==> src/rtl/program_loader_pkg.sv <==
// +----------------------------------------------------------------------------+
// | program_loader_pkg : shared loader FSM encoding and frame constants         |
// | Revision: 1.0                                                               |
// +----------------------------------------------------------------------------+
`default_nettype none

package program_loader_pkg;

    typedef enum logic [2:0] {
        ST_IDLE = 3'd0,
        ST_LEN  = 3'd1,
        ST_DATA = 3'd2,
        ST_CSUM = 3'd3,
        ST_DONE = 3'd4,
        ST_ERR  = 3'd5
    } state_t;

    // A frame is good when instruction bytes plus the CSUM byte sum to this value.
    localparam logic [7:0] C_CSUM_RESIDUE = 8'h00;

    function automatic logic is_busy(input state_t s);
        return (s == ST_LEN) || (s == ST_DATA) || (s == ST_CSUM);
    endfunction

endpackage

`default_nettype wire

==> src/rtl/program_loader_checksum_acc.sv <==
// +----------------------------------------------------------------------------+
// | program_loader_checksum_acc : mod-2^W byte accumulator with zero look-ahead |
// | Revision: 1.0                                                               |
// +----------------------------------------------------------------------------+
`default_nettype none

module program_loader_checksum_acc
    import program_loader_pkg::*;
#(
    parameter int W = 8
) (
    input  logic         clk,
    input  logic         rst_n,
    input  logic         clear,
    input  logic         en,
    input  logic [W-1:0] data,
    output logic         zero
);

    logic [W-1:0] r_sum;
    logic [W-1:0] w_sum_next;

    assign w_sum_next = r_sum + data;

    // Flags whether the running sum would reach the residue once 'data' is added,
    // so the CSUM byte can be judged in the same cycle it is accepted.
    assign zero = (w_sum_next == W'(C_CSUM_RESIDUE));

    always_ff @(posedge clk or negedge rst_n) begin
        if (!rst_n) begin
            r_sum <= '0;
        end else if (clear) begin
            r_sum <= '0;
        end else if (en) begin
            r_sum <= w_sum_next;
        end
    end

endmodule

`default_nettype wire

==> src/rtl/program_loader.sv <==
// +----------------------------------------------------------------------------+
// | program_loader : streams a LEN/DATA/CSUM image into instruction memory      |
// | Revision: 1.0                                                               |
// +----------------------------------------------------------------------------+
`default_nettype none

module program_loader
    import program_loader_pkg::*;
#(
    parameter int ADDR_W = 8,
    parameter int DATA_W = 8
) (
    input  logic              clk,
    input  logic              rst_n,
    input  logic              load_start,
    input  logic [DATA_W-1:0] in_data,
    input  logic              in_valid,
    output logic              in_ready,
    output logic              im_wr_en,
    output logic [ADDR_W-1:0] im_wr_addr,
    output logic [DATA_W-1:0] im_wr_data,
    output logic [ADDR_W-1:0] last_add,
    output logic              cpu_power,
    output logic              busy,
    output logic              done,
    output logic              err
);

    state_t            r_state;
    state_t            w_next;
    logic [ADDR_W-1:0] r_count;
    logic [ADDR_W-1:0] r_idx;

    logic w_xfer;
    logic w_last_byte;
    logic w_acc_clear;
    logic w_sum_zero;
    logic w_len_xfer;
    logic w_data_xfer;
    logic w_csum_pass;
    logic w_csum_fail;

    assign in_ready    = is_busy(r_state);
    assign busy        = is_busy(r_state);
    assign w_xfer      = in_valid & in_ready;
    assign w_last_byte = (r_idx == r_count);

    program_loader_checksum_acc #(
        .W (DATA_W)
    ) u_checksum_acc (
        .clk   (clk),
        .rst_n (rst_n),
        .clear (w_acc_clear),
        .en    (w_data_xfer),
        .data  (in_data),
        .zero  (w_sum_zero)
    );

    always_ff @(posedge clk or negedge rst_n) begin
        if (!rst_n) begin
            r_state <= ST_IDLE;
        end else begin
            r_state <= w_next;
        end
    end

    // load_start takes priority over any transfer presented in the same cycle.
    always_comb begin
        w_next      = r_state;
        w_acc_clear = 1'b0;
        w_len_xfer  = 1'b0;
        w_data_xfer = 1'b0;
        w_csum_pass = 1'b0;
        w_csum_fail = 1'b0;
        if (load_start) begin
            w_next      = ST_LEN;
            w_acc_clear = 1'b1;
        end else if (w_xfer) begin
            case (r_state)
                ST_LEN: begin
                    w_len_xfer = 1'b1;
                    w_next     = ST_DATA;
                end
                ST_DATA: begin
                    w_data_xfer = 1'b1;
                    if (w_last_byte) begin
                        w_next = ST_CSUM;
                    end
                end
                ST_CSUM: begin
                    if (w_sum_zero) begin
                        w_csum_pass = 1'b1;
                        w_next      = ST_DONE;
                    end else begin
                        w_csum_fail = 1'b1;
                        w_next      = ST_ERR;
                    end
                end
                default: begin
                end
            endcase
        end
    end

    // The index stops on the final byte, so a full 2^ADDR_W image never wraps.
    always_ff @(posedge clk or negedge rst_n) begin
        if (!rst_n) begin
            r_count    <= '0;
            r_idx      <= '0;
            im_wr_en   <= 1'b0;
            im_wr_addr <= '0;
            im_wr_data <= '0;
            last_add   <= '0;
            cpu_power  <= 1'b0;
            done       <= 1'b0;
            err        <= 1'b0;
        end else begin
            im_wr_en <= 1'b0;
            if (load_start) begin
                r_idx     <= '0;
                cpu_power <= 1'b0;
                done      <= 1'b0;
                err       <= 1'b0;
            end
            if (w_len_xfer) begin
                r_count <= ADDR_W'(in_data);
            end
            if (w_data_xfer) begin
                im_wr_en   <= 1'b1;
                im_wr_addr <= r_idx;
                im_wr_data <= in_data;
                if (!w_last_byte) begin
                    r_idx <= r_idx + ADDR_W'(1);
                end
            end
            if (w_csum_pass) begin
                done      <= 1'b1;
                cpu_power <= 1'b1;
                last_add  <= r_count;
            end
            if (w_csum_fail) begin
                err <= 1'b1;
            end
        end
    end

endmodule

`default_nettype wire

==> config.mk <==
export PLATFORM = sky130hd
export DESIGN_NAME = program_loader
export DESIGN_NICKNAME = d
export VERILOG_FILES = /design/src/rtl/program_loader_pkg.sv /design/src/rtl/program_loader_checksum_acc.sv /design/src/rtl/program_loader.sv
export SDC_FILE = /design/constraint.sdc
export NUM_CORES = 1
export LEC_CHECK = 0
export CORE_ASPECT_RATIO = 1.25
export CORE_UTILIZATION = 24
export DETAILED_ROUTE_END_ITERATION = 10
export PLACE_DENSITY = 0.46
export SETUP_SLACK_MARGIN = 0.15
export SKIP_CTS_REPAIR_TIMING = 1
export SLEW_MARGIN = 15
export SYNTH_ARGS = -nofsm -noshare
export SYNTH_HDL_FRONTEND = slang
export SYNTH_SLANG_ARGS = --single-unit
export TNS_END_PERCENT = 5
==> constraint.sdc <==
create_clock -name clk -period 3 [get_ports clk]
set_input_delay 0.3 -clock clk [delete_from_list [all_inputs] [get_ports clk]]
set_output_delay 0.3 -clock clk [all_outputs]
set_load 0.02 [all_outputs]
Yosys cells after proc, flatten, opt, wreduce, memory -nomap -nowiden:

Index checks and enable logic that the tools add are counted.

* output and inout bits: 30
* logic and storage cells: 56
* register bits after elaboration: 54
* input port bits: 12

* mux-type cells: 29
* $add $sub $neg: 2
* bitwise gates (word level): 1
* equal/unequal tests: 5
* reductions and logical operators: 9

Operators by type and width (count)
* two-way mux 8 bit: 5
* two-way mux 1 bit: 20
* two-way mux 3 bit: 3
* one-hot mux 3 bit (3 select lines): 1
* adder 8 x 1 -> 8 bit, second input constant: 1
* adder 8 bit: 1
* == test 8 bit: 1
* zero test 8 bit: 1
* nonzero test 2 bit: 4
* == test 3 x 2 -> 1 bit, second input constant: 2
* nonzero test 4 bit: 1
* == test 3 x 1 -> 1 bit, second input constant: 1
* != test 3 bit, second input constant: 1
* AND reduction 3 bit: 1
* logical OR 1 bit: 2
* bitwise AND 1 bit: 1

Longest topological paths before layout:

Gate-level depths: netlist of run 1.

* depth after elaboration: 8
* gate-level depth with buffers: 9
* mapped depth without buffers: 8

Cells and area by module:

A second synthesis of run 1 with hierarchy kept.

* cell total of the unflattened synthesis: 229
* area, all modules: 2740.1 um^2

Modules (own cells, without submodules)
* program_loader: sequential area each 1151.1 um^2, cells each 160, area an instance 2103.3 um^2, times used 1
* program_loader_checksum_acc: sequential area each 200.2 um^2, cells each 69, area an instance 636.9 um^2, times used 1

Least setup slack after synthesis of run 1:

OpenSTA, ideal clock, no wires.

* kind: reg2reg
* start: register u_checksum_acc.r_sum[0]
* end: register last_add[0]
* library setup time: 0.125 ns
* buffers on the path: 1
* cell stages (with the launch flop): 10
* path slack: 0.070 ns
* arrival: 2.805 ns
* required time: 2.875 ns
* clock period less this slack: 2.930 ns
* cell sequence: dfrtp_1 ha_1 fa_1 a211oi_1 nor2_1 xor2_1 or4_1 or4_1 buf_6 mux2_4

* word-level cells in the longest chain between the ends: 6

RTL lines
* from (decl): RTL line program_loader_checksum_acc.sv:20 `logic [W-1:0] r_sum;`
* from (signal assigned): RTL line program_loader_checksum_acc.sv:35 `r_sum <= w_sum_next;`
* adder 8 bit: RTL line program_loader_checksum_acc.sv:23 `assign w_sum_next = r_sum + data;`
* zero test 8 bit: RTL line program_loader_checksum_acc.sv:27 `assign zero = (w_sum_next == W'(C_CSUM_RESIDUE));`
* two-way mux 1 bit: RTL line program_loader.sv:91 `if (w_sum_zero) begin`
* two-way mux 1 bit: RTL line program_loader.sv:79 `case (r_state)`
* two-way mux 1 bit: RTL line program_loader.sv:78 `end else if (w_xfer) begin`
* two-way mux 1 bit: RTL line program_loader.sv:75 `if (load_start) begin`
* to (signal assigned): RTL line program_loader.sv:139 `last_add <= r_count;`
* to (decl): RTL line program_loader.sv:22 `output logic [ADDR_W-1:0] last_add,`

Every way passes these cells.
A chain may end at the register's enable or synchronous reset.

Final worst setup path of run 1:

* start: input in_data[5]
* end: register last_add[3]

* word-level cells in the longest chain between the ends: 6

RTL lines
* from (decl): RTL line program_loader.sv:16 `input logic [DATA_W-1:0] in_data,`
* adder 8 bit: RTL line program_loader_checksum_acc.sv:23
* zero test 8 bit: RTL line program_loader_checksum_acc.sv:27
* two-way mux 1 bit: RTL line program_loader.sv:91
* two-way mux 1 bit: RTL line program_loader.sv:79
* two-way mux 1 bit: RTL line program_loader.sv:78
* two-way mux 1 bit: RTL line program_loader.sv:75

Every way passes these cells.

==> impl_metrics.csv, run 1 <==
group,metric,value,unit
status,status,"finished clean",
cts,root_buffer,"clkbuf_16",
cts,cts_max_level,2,
layout,fillers,1088,
route,wirelength,6280,um
die,core_area,10600,um2
critical_path,critPathBufInv,2,
die,die_w,95.5,um
synth,async_flop_share,100,%
pwr,max-vdd-ir-drop,0.000229,V
cts,clkSinkCount,54,
cts,clock_path_buffers,2,
critical_path,slowest_delay,540,ps
critical_path,crit_end,"last_add[3]$_DFFE_PN0P_",
layout,diodes,0,
cts,insertion_delay,290,ps
synth,synth_top_area_cell,"dfrtp_1",
sta,timing.hold.ws,78.9,ps
synth,yosysWarningCount,0,
synth,synth.area.top_cells,"dfrtp_1 (52%), mux2_2 (10%), xor2_1 (5.7%), mux2_4 (4.6%), ha_1 (3.8%)",
sta,drv_slew,0,
layout,syn2layout_area_growth,38.5,%
pwr,internal_power,1.44,mW
route,vias_per_cell,4.43,
critical_path,path_class,"in2reg",
layout,drive_above_1_share,27.8,%
cts,cts_buffers,5,
layout,nets,315,
synth,ys_top_cells_by_count,"dfrtp_1 (54), nor2_1 (26), mux2_2 (24), nand2_1 (20), xor2_1 (17)",
synth,synth_area,2620,um2
sta,fin_setup_tns,0,ps
layout,final_cells,427,
sta,rsz0062_at_grt,"true",
place,dp_cells,417,
cts,cts_tree,"yes",
pwr,p_per_area,544,nW/um2
grt,overflow,0,
die,io_pins,42,
place,gp_congestion,0.778,
sta,worst-slew-pin-transition,765,ps
synth,synth_most_common_cell,"dfrtp_1",
critical_path,regToRegEndpoint,"last_add[3]$_DFFE_PN0P_",
pwr,seqPwrFrac,45.3,%
synth,synth_top_area_share,51.6,%
pwr,combPwrFrac,21.6,%
synth,synth_ff_type,"dfrtp_1",
critical_path,cp_slowest_cell,"or4_4",
die,dieArea,11300,um2
sta,finalCriticalPeriod,2920,ps
flow_run,maxCapViolations,0,
critical_path,path_cells,"clkdlybuf4s50_1 > ha_1 > nor3b_1 > a31oi_1 > o2111ai_2 > or4_4 > or4_4 > buf_6 > mux2_4",
synth,synth_edf_count,0,
synth,synth_area_per_cell,11.6,um2
grt,grt_max_degree,33,
route,drc,0,
pwr,clockPowerShare,33.1,%
place,port_buffers,41,
critical_path,cp-start-kind,"primary input",
critical_path,cp.arrival,3100,ps
critical_path,cp.required,3180,ps
critical_path,critPathCaptureType,"flop",
pwr,switchingPower,0.535,mW
critical_path,cp_num_cells,9,
sta,hold_viol,0,
critical_path,cp_common_cell,"or4_4",
cts,clkTransAtPathRegs,70,ps
critical_path,r2r_setup_slack,120,ps
synth,yosys.cell_types.count,37,
hold_path,hold_path_class,"in2async",
synth,yosysSeqAreaShare,51.6,%
sta,fmax,0.343,GHz
layout,final_core_util,34.2,%
pwr,power,1.98,mW
route,wl_per_cell,14.7,um
grt,grt_pass1_wl,10200,um
sta,fin_skew,4.42,ps
pwr,netSwitchingFraction,27.1,%
route,drt-pass1-iter-count,4,
critical_path,path_delay_family,"simple AND/OR/NAND/NOR gates",
route,vias,1892,
grt,antenna_found_initial,0,
route,drtAntennaViolNets,0,
synth,syn_inst,226,
synth,ys_ff_latch,54,
sta,min_period_over_period,97.3,%
critical_path,worst-path-max-fanout,6,
critical_path,ff2ff_path_depth,9,
die,start_util,24.7,%
critical_path,reg2reg_from,"u_checksum_acc.r_sum[0]$_DFFE_PN0P_",
sta,finalSetupViolations,0,
die,std_cell_rows,42,
route,drtIter0Drc,46,
sta,slew_headroom,49.0,%
place,dp_hpwl,4610,um
grt,grt_pass1_vias,1893,
grt,grtUsageTotal,12.0,%
pwr,p_leak,1.64,nW
critical_path,crit_start,"in_data[5]",
die,die_h,119,um
synth,synth_fp_nets,247,
cells in the final DEF (no fill, tap or decap), types with 6 or more instances in the layout:
cell type         n
a21oi_1          11
buf_4            26
clkdlybuf4s50_1  38
dfrtp_1          54
mux2_2           24
mux2_4            8
nand2_1          20
nor2_1           25
o21ai_0           6
xor2_1           17
cell families (layout without fill, tap and decap cells):
| group | count (synthesis) | after routing | synth area share (%) |
|---|---|---|---|
| multiplexers | 33 | 33 | 15.3 |
| XOR/XNOR | 21 | 21 | 7.54 |
| adder cells (fa/ha/maj) | 9 | 9 | 4.58 |
| buffers and inverters | 13 | 82 | 2.43 |
| AO/OA/AOI/OAI | 28 | 28 | 6.35 |
| AND/OR/NAND/NOR | 68 | 68 | 12.3 |
| flip-flops | 54 | 54 | 51.6 |
routing by layer:
layer / routed length (um) / share of wire, % / global-route usage, % / up-vias
met3: 201 / 3.2 / 2.55 / 9
met1: 2740 / 44 / 14.8 / 928
met5: 0 / 0 / 0 / -
met4: 113 / 1.8 / 4.29 / 0
met2: 3230 / 51 / 20.3 / 30
li1: - / - / - / 925
sequential cells by signal, indices dropped and copies added (netlist names):
| name | flops |
|---|---|
| r_state | 3 |
| im_wr_addr | 8 |
| last_add | 8 |
| done | 1 |
| im_wr_data | 8 |
| err | 1 |
| r_idx | 8 |
| im_wr_en | 1 |
| u_checksum_acc.r_sum | 8 |
| r_count | 8 |
power groups by stage:
| stage | clock network (mW) | logic [mW] | registers (mW) |
|---|---|---|---|
| 4_1_cts | 0.682 | 0.424 | 0.899 |
| 2_1_floorplan | 0 | 0.188 | 0.936 |
| 6_report | 0.653 | 0.427 | 0.896 |
| 3_3_place_gp | 0 | 0.418 | 0.912 |
| 5_1_grt | 0.707 | 0.464 | 0.911 |
| 3_5_place_dp | 0 | 0.423 | 0.912 |
final cells by class:
class	instances	area, um2	area share (%)
sequential	54	1350	37.2
timing repair buffer	70	648	17.8
inverter	4	15.0	0.414
clock inverter	1	30.0	0.827
clock buffer	7	133	3.65
tap	132	165	4.55
multi-input combinational	159	1290	35.5
per-stage QoR:
step / setup slack, ps / instance area [um2]
3_5_place_dp: -439 / 3370
2_1_floorplan: 160 / 2630
6_report: 80.8 / 3630
5_1_grt: -24.2 / 3630
3_3_place_gp: -383 / 3370
4_1_cts: -133 / 3530
how the worst min path moves through the flow:
stage,startpoint,endpoint,cells after the start
after floorplan,rst_n,done$_DFFE_PN0P_,0
after global placement,rst_n,r_count[2]$_DFFE_PN0P_,1
after detailed placement,rst_n,im_wr_data[2]$_DFFE_PN0P_,1
after CTS,rst_n,u_checksum_acc.r_sum[5]$_DFFE_PN0P_,1
after global routing,rst_n,im_wr_data[1]$_DFFE_PN0P_,1
final,rst_n,im_wr_data[3]$_DFFE_PN0P_,1
Note: power is estimated with default switching activity, not from simulation.
==> run 2: changes to the inputs <==
- CORE_MARGIN: unset -> 5
==> run 2 against run 1 <==
  * Flip-flop and latch count stayed put
  * Highest routed layer unchanged
  * Fmax rose by 0.40%
  * Clock power down 14%
==> impl_metrics.csv, run 2 (synthesis gave the netlist of run 1 again) <==
group,metric,value,unit
status,status,"finished clean",
critical_path,path_class,"in2reg",
route,drc,0,
sta,fmax,0.344,GHz
sta,slew_headroom,49.7,%
sta,hold_viol,0,
die,start_util,24.6,%
place,port_buffers,41,
route,wl_per_cell,15.1,um
layout,drive_above_1_share,27.6,%
cts,cts_buffers,5,
critical_path,reg2reg_from,"u_checksum_acc.r_sum[0]$_DFFE_PN0P_",
sta,worst-slew-pin-transition,752,ps
sta,timing.hold.ws,350,ps
cts,cts_max_level,2,
pwr,p_leak,1.64,nW
layout,finalInstanceArea,3620,um2
critical_path,cp.arrival,3080,ps
cts,clkTransAtPathRegs,70,ps
grt,overflow,0,
die,io_pins,42,
route,drt-pass1-iter-count,4,
hold_path,hold_path_class,"in2reg",
die,core_area,10700,um2
grt,grt_max_degree,43,
grt,grt_pass1_wl,10300,um
critical_path,worst-path-max-fanout,4,
layout,nets,314,
critical_path,cp-start-kind,"primary input",
sta,fin_skew,7.72,ps
sta,finalSetupViolations,0,
cts,insertion_delay,290,ps
layout,final_common_cell,"dfrtp_1",
critical_path,critPathCaptureType,"flop",
sta,finalCriticalPeriod,2910,ps
flow_run,maxCapViolations,0,
cts,root_buffer,"clkbuf_16",
pwr,p_per_area,521,nW/um2
cts,clock_path_buffers,2,
die,std_cell_rows,42,
die,die_w,103,um
critical_path,crit_start,"in_data[3]",
sta,min_period_over_period,96.9,%
layout,diodes,0,
grt,grt_pass1_vias,1976,
grt,grtUsageTotal,10.3,%
die,dieArea,13100,um2
hold_path,holdCritStartpoint,"in_data[0]",
sta,rsz0062_at_grt,"true",
pwr,max-vdd-ir-drop,0.000210,V
critical_path,cp.required,3180,ps
pwr,power,1.88,mW
layout,final_cell_mix,"dfrtp_1 (53), clkdlybuf4s50_1 (36), nor2_1 (26)",
layout,syn2layout_area_growth,37.9,%
route,wirelength,6420,um
place,place_area,3340,um2
place,dp_hpwl,4710,um
route,vias_per_cell,4.45,
place,gp_congestion,0.761,
route,vias,1891,
grt,antenna_found_initial,0,
die,die_h,127,um
route,drtAntennaViolNets,0,
cts,clkSinkCount,54,
cts,cts_tree,"yes",
route,drtIter0Drc,59,
sta,drv_slew,0,
[run 2: final cells by class]
type | instances | area, um2
tap | 132 | 165
clock buffer | 5 | 125
fill | 1061 | 7050
sequential | 54 | 1350
inverter | 4 | 15.0
clock inverter | 2 | 15.0
multi-input combinational | 159 | 1280
timing repair buffer | 69 | 658
[run 2: stage by stage]
| stage | utilization [%] | TNS (ps) | cells | worst slack, ps |
|---|---|---|---|---|
| 3_5_place_dp | 31.3 | -3550 | 415 | -432 |
| 2_1_floorplan | - | 0 | 226 | 160 |
| 3_3_place_gp | 31.3 | -3080 | 415 | -371 |
| 5_1_grt | 33.9 | 0 | 425 | 29.1 |
| 6_report | 33.9 | 0 | 425 | 92.4 |
| 4_1_cts | 32.6 | -1010 | 422 | -130 |
[run 2: power breakdown]
group / total [mW] / leakage, nW / switching [mW] / internal [mW]
Clock: 0.562 / 0.0619 / 0.257 / 0.305
Combinational: 0.425 / 0.854 / 0.197 / 0.228
Sequential: 0.896 / 0.722 / 0.0792 / 0.817
[run 2: per-layer routing]
layer  vias up  routed length (um)  global-route usage, %
li1        921                   -                      -
met1       928                2700                   12.6
met2        34                3310                   17.0
met3         8                 278                   2.75
met4         0                 128                   4.04
met5         -                   0                      0
[run 2: path summary, 6_finish.rpt]
check | to | slack, ps | depth (start not counted)
worst min register to register | im_wr_addr[3]$_DFFE_PN0P_ | 510 | 1
worst min-delay path | im_wr_data[0]$_DFFE_PN0P_ | 350 | 2
worst max-delay path | last_add[7]$_DFFE_PN0P_ | 90 | 11
min in group asynchronous | im_wr_data[3]$_DFFE_PN0P_ | 460 | 2
max in group asynchronous | im_wr_addr[1]$_DFFE_PN0P_ | 1700 | 3
worst max register to register | last_add[7]$_DFFE_PN0P_ | 100 | 9
[run 2: worst max-delay path: stages]
cell and delay [ps]:
clkdlybuf4s50_1 450, ha_1 330, o21ai_2 80, buf_4 130, nor4b_1 290, buf_4 170, nor2_1 40, xnor3_1 220
or4_4 570, clkbuf_16 180, mux2_4 290
==> run 3: changes to the inputs <==
- CELL_PAD_IN_SITES_DETAIL_PLACEMENT: unset -> 1
- CELL_PAD_IN_SITES_GLOBAL_PLACEMENT: unset -> 1
- PLACE_DENSITY: 0.46 -> 0.54
==> run 3 against run 2 <==
  * The run now ends with negative hold slack left
  * Global-route usage increased by 0.71 points
  * Cell count increased by 0.94%
  * Power increased by 5.7%
  * Via count increased by 1.3%
  * Fmax decreased by 0.22%
  * Clock power increased by 18%
  * Clock skew decreased by 0.82 ps
  * Critical path type is now reg2reg
==> impl_metrics.csv, run 3 (synthesis gave the netlist of run 1 again) <==
group,metric,value,unit
sta,fin_skew,6.91,ps
layout,final_core_util,34.3,%
route,drc,0,
cts,cts_buffers,5,
status,violations,"negative hold slack",
die,io_pins,42,
route,vias,1915,
pwr,switchingPower,0.548,mW
route,wirelength,6860,um
critical_path,cp-start-kind,"flop",
critical_path,cp.required,3180,ps
pwr,netSwitchingFraction,27.5,%
cts,clkSinkCount,54,
route,wl_per_cell,16.0,um
critical_path,cp.arrival,3100,ps
critical_path,path_class,"reg2reg",
layout,final_cell_mix,"dfrtp_1 (54), clkdlybuf4s50_1 (38), buf_4 (29)",
grt,grt_max_degree,33,
cts,cts_max_level,2,
pwr,power,1.99,mW
die,std_cell_rows,42,
sta,min_period_over_period,97.1,%
route,vias_per_cell,4.46,
pwr,p_per_area,544,nW/um2
place,place_area,3370,um2
critical_path,ff2ff_path_depth,9,
die,die_h,127,um
place,dp_hpwl,5150,um
pwr,combPwrFrac,21.6,%
layout,nets,317,
cts,clock_path_buffers,2,
cts,root_buffer,"clkbuf_16",
layout,drive_above_1_share,27.6,%
grt,overflow,0,
die,core_area,10700,um2
sta,worst-slew-pin-transition,518,ps
pwr,internal_power,1.44,mW
sta,drv_slew,0,
die,die_w,103,um
grt,antenna_found_initial,0,
layout,finalInstanceArea,3660,um2
pwr,seqPwrFrac,45.0,%
pwr,max-vdd-ir-drop,0.000283,V
sta,timing.hold.ws,-27.7,ps
layout,final_common_cell,"dfrtp_1",
place,port_buffers,41,
status,status,"finished with violations",
route,drt-pass1-iter-count,4,
critical_path,worst-path-max-fanout,4,
grt,grt_pass1_wl,11100,um
pwr,clockPowerShare,33.4,%
cts,cts_tree,"yes",
die,start_util,24.6,%
hold_path,hold_path_class,"in2async",
sta,finalSetupViolations,0,
cts,clkTransAtPathRegs,70,ps
sta,rsz0062_at_grt,"true",
layout,syn2layout_area_growth,39.6,%
flow_run,maxCapViolations,0,
route,drtAntennaViolNets,0,
layout,diodes,0,
cts,insertion_delay,290,ps
pwr,p_leak,1.65,nW
critical_path,critPathCaptureType,"flop",
grt,grt_pass1_vias,2081,
sta,finalCriticalPeriod,2910,ps
route,drtIter0Drc,58,
sta,slew_headroom,65.4,%
die,dieArea,13100,um2
sta,hold_viol,22,
place,gp_congestion,0.801,
grt,grtUsageTotal,11.0,%
sta,fmax,0.343,GHz
## run 3: area by class of cell
cell class | instances | area, um2
Multi-Input combinational cell | 159 | 1290
Tap cell | 132 | 165
Inverter | 4 | 15.0
Clock inverter | 2 | 37.5
Sequential cell | 54 | 1350
Clock buffer | 6 | 129
Fill cell | 1180 | 7010
Timing Repair Buffer | 72 | 673
## run 3: power groups by stage
stage / combinational, mW / clock (mW) / sequential, mW
after floorplan: 0.188 / 0 / 0.936
after global placement: 0.422 / 0 / 0.913
after detailed placement: 0.428 / 0 / 0.914
after CTS: 0.430 / 0.697 / 0.899
after global routing: 0.472 / 0.720 / 0.913
final: 0.430 / 0.664 / 0.896
## run 3: per-layer routing
layer	track usage, %	up-vias	share of wire, %
li1	-	922	-
met1	13.6	961	43
met2	18.5	25	52
met3	2.36	7	3.3
met4	4.19	0	2.0
met5	0	-	0
## run 3: critical path, cell delays in order, from the launching register on
cell and delay, ps:
dfrtp_1 410, ha_4 180, buf_4 140, a211oi_4 270
or4b_1 160, o2111ai_1 150, or4_4 570, or4_4 470
clkbuf_16 180, mux2_4 280
## run 3: final timing paths
path                                                     startpoint                   endpoint  slack, ps
worst min register to register            im_wr_addr[2]$_DFFE_PN0P_  im_wr_addr[2]$_DFFE_PN0P_        510
worst max register to register  u_checksum_acc.r_sum[0]$_DFFE_PN0P_    last_add[0]$_DFFE_PN0P_         90
worst max-delay path            u_checksum_acc.r_sum[0]$_DFFE_PN0P_    last_add[0]$_DFFE_PN0P_         90
worst min-delay path                                          rst_n           done$_DFFE_PN0P_        -30
min in group clk                                         in_data[0]  im_wr_data[0]$_DFFE_PN0P_        430
max in group asynchronous                                     rst_n     r_state[2]$_DFFE_PN0P_       2190
## run 3: through the flow
step | setup WS (ps) | instances | setup TNS (ps)
after floorplan | 160 | 226 | 0
after global placement | -386 | 419 | -3220
after detailed placement | -445 | 419 | -3730
after CTS | -131 | 427 | -1010
after global routing | 36.3 | 429 | 0
final | 85.9 | 429 | 0
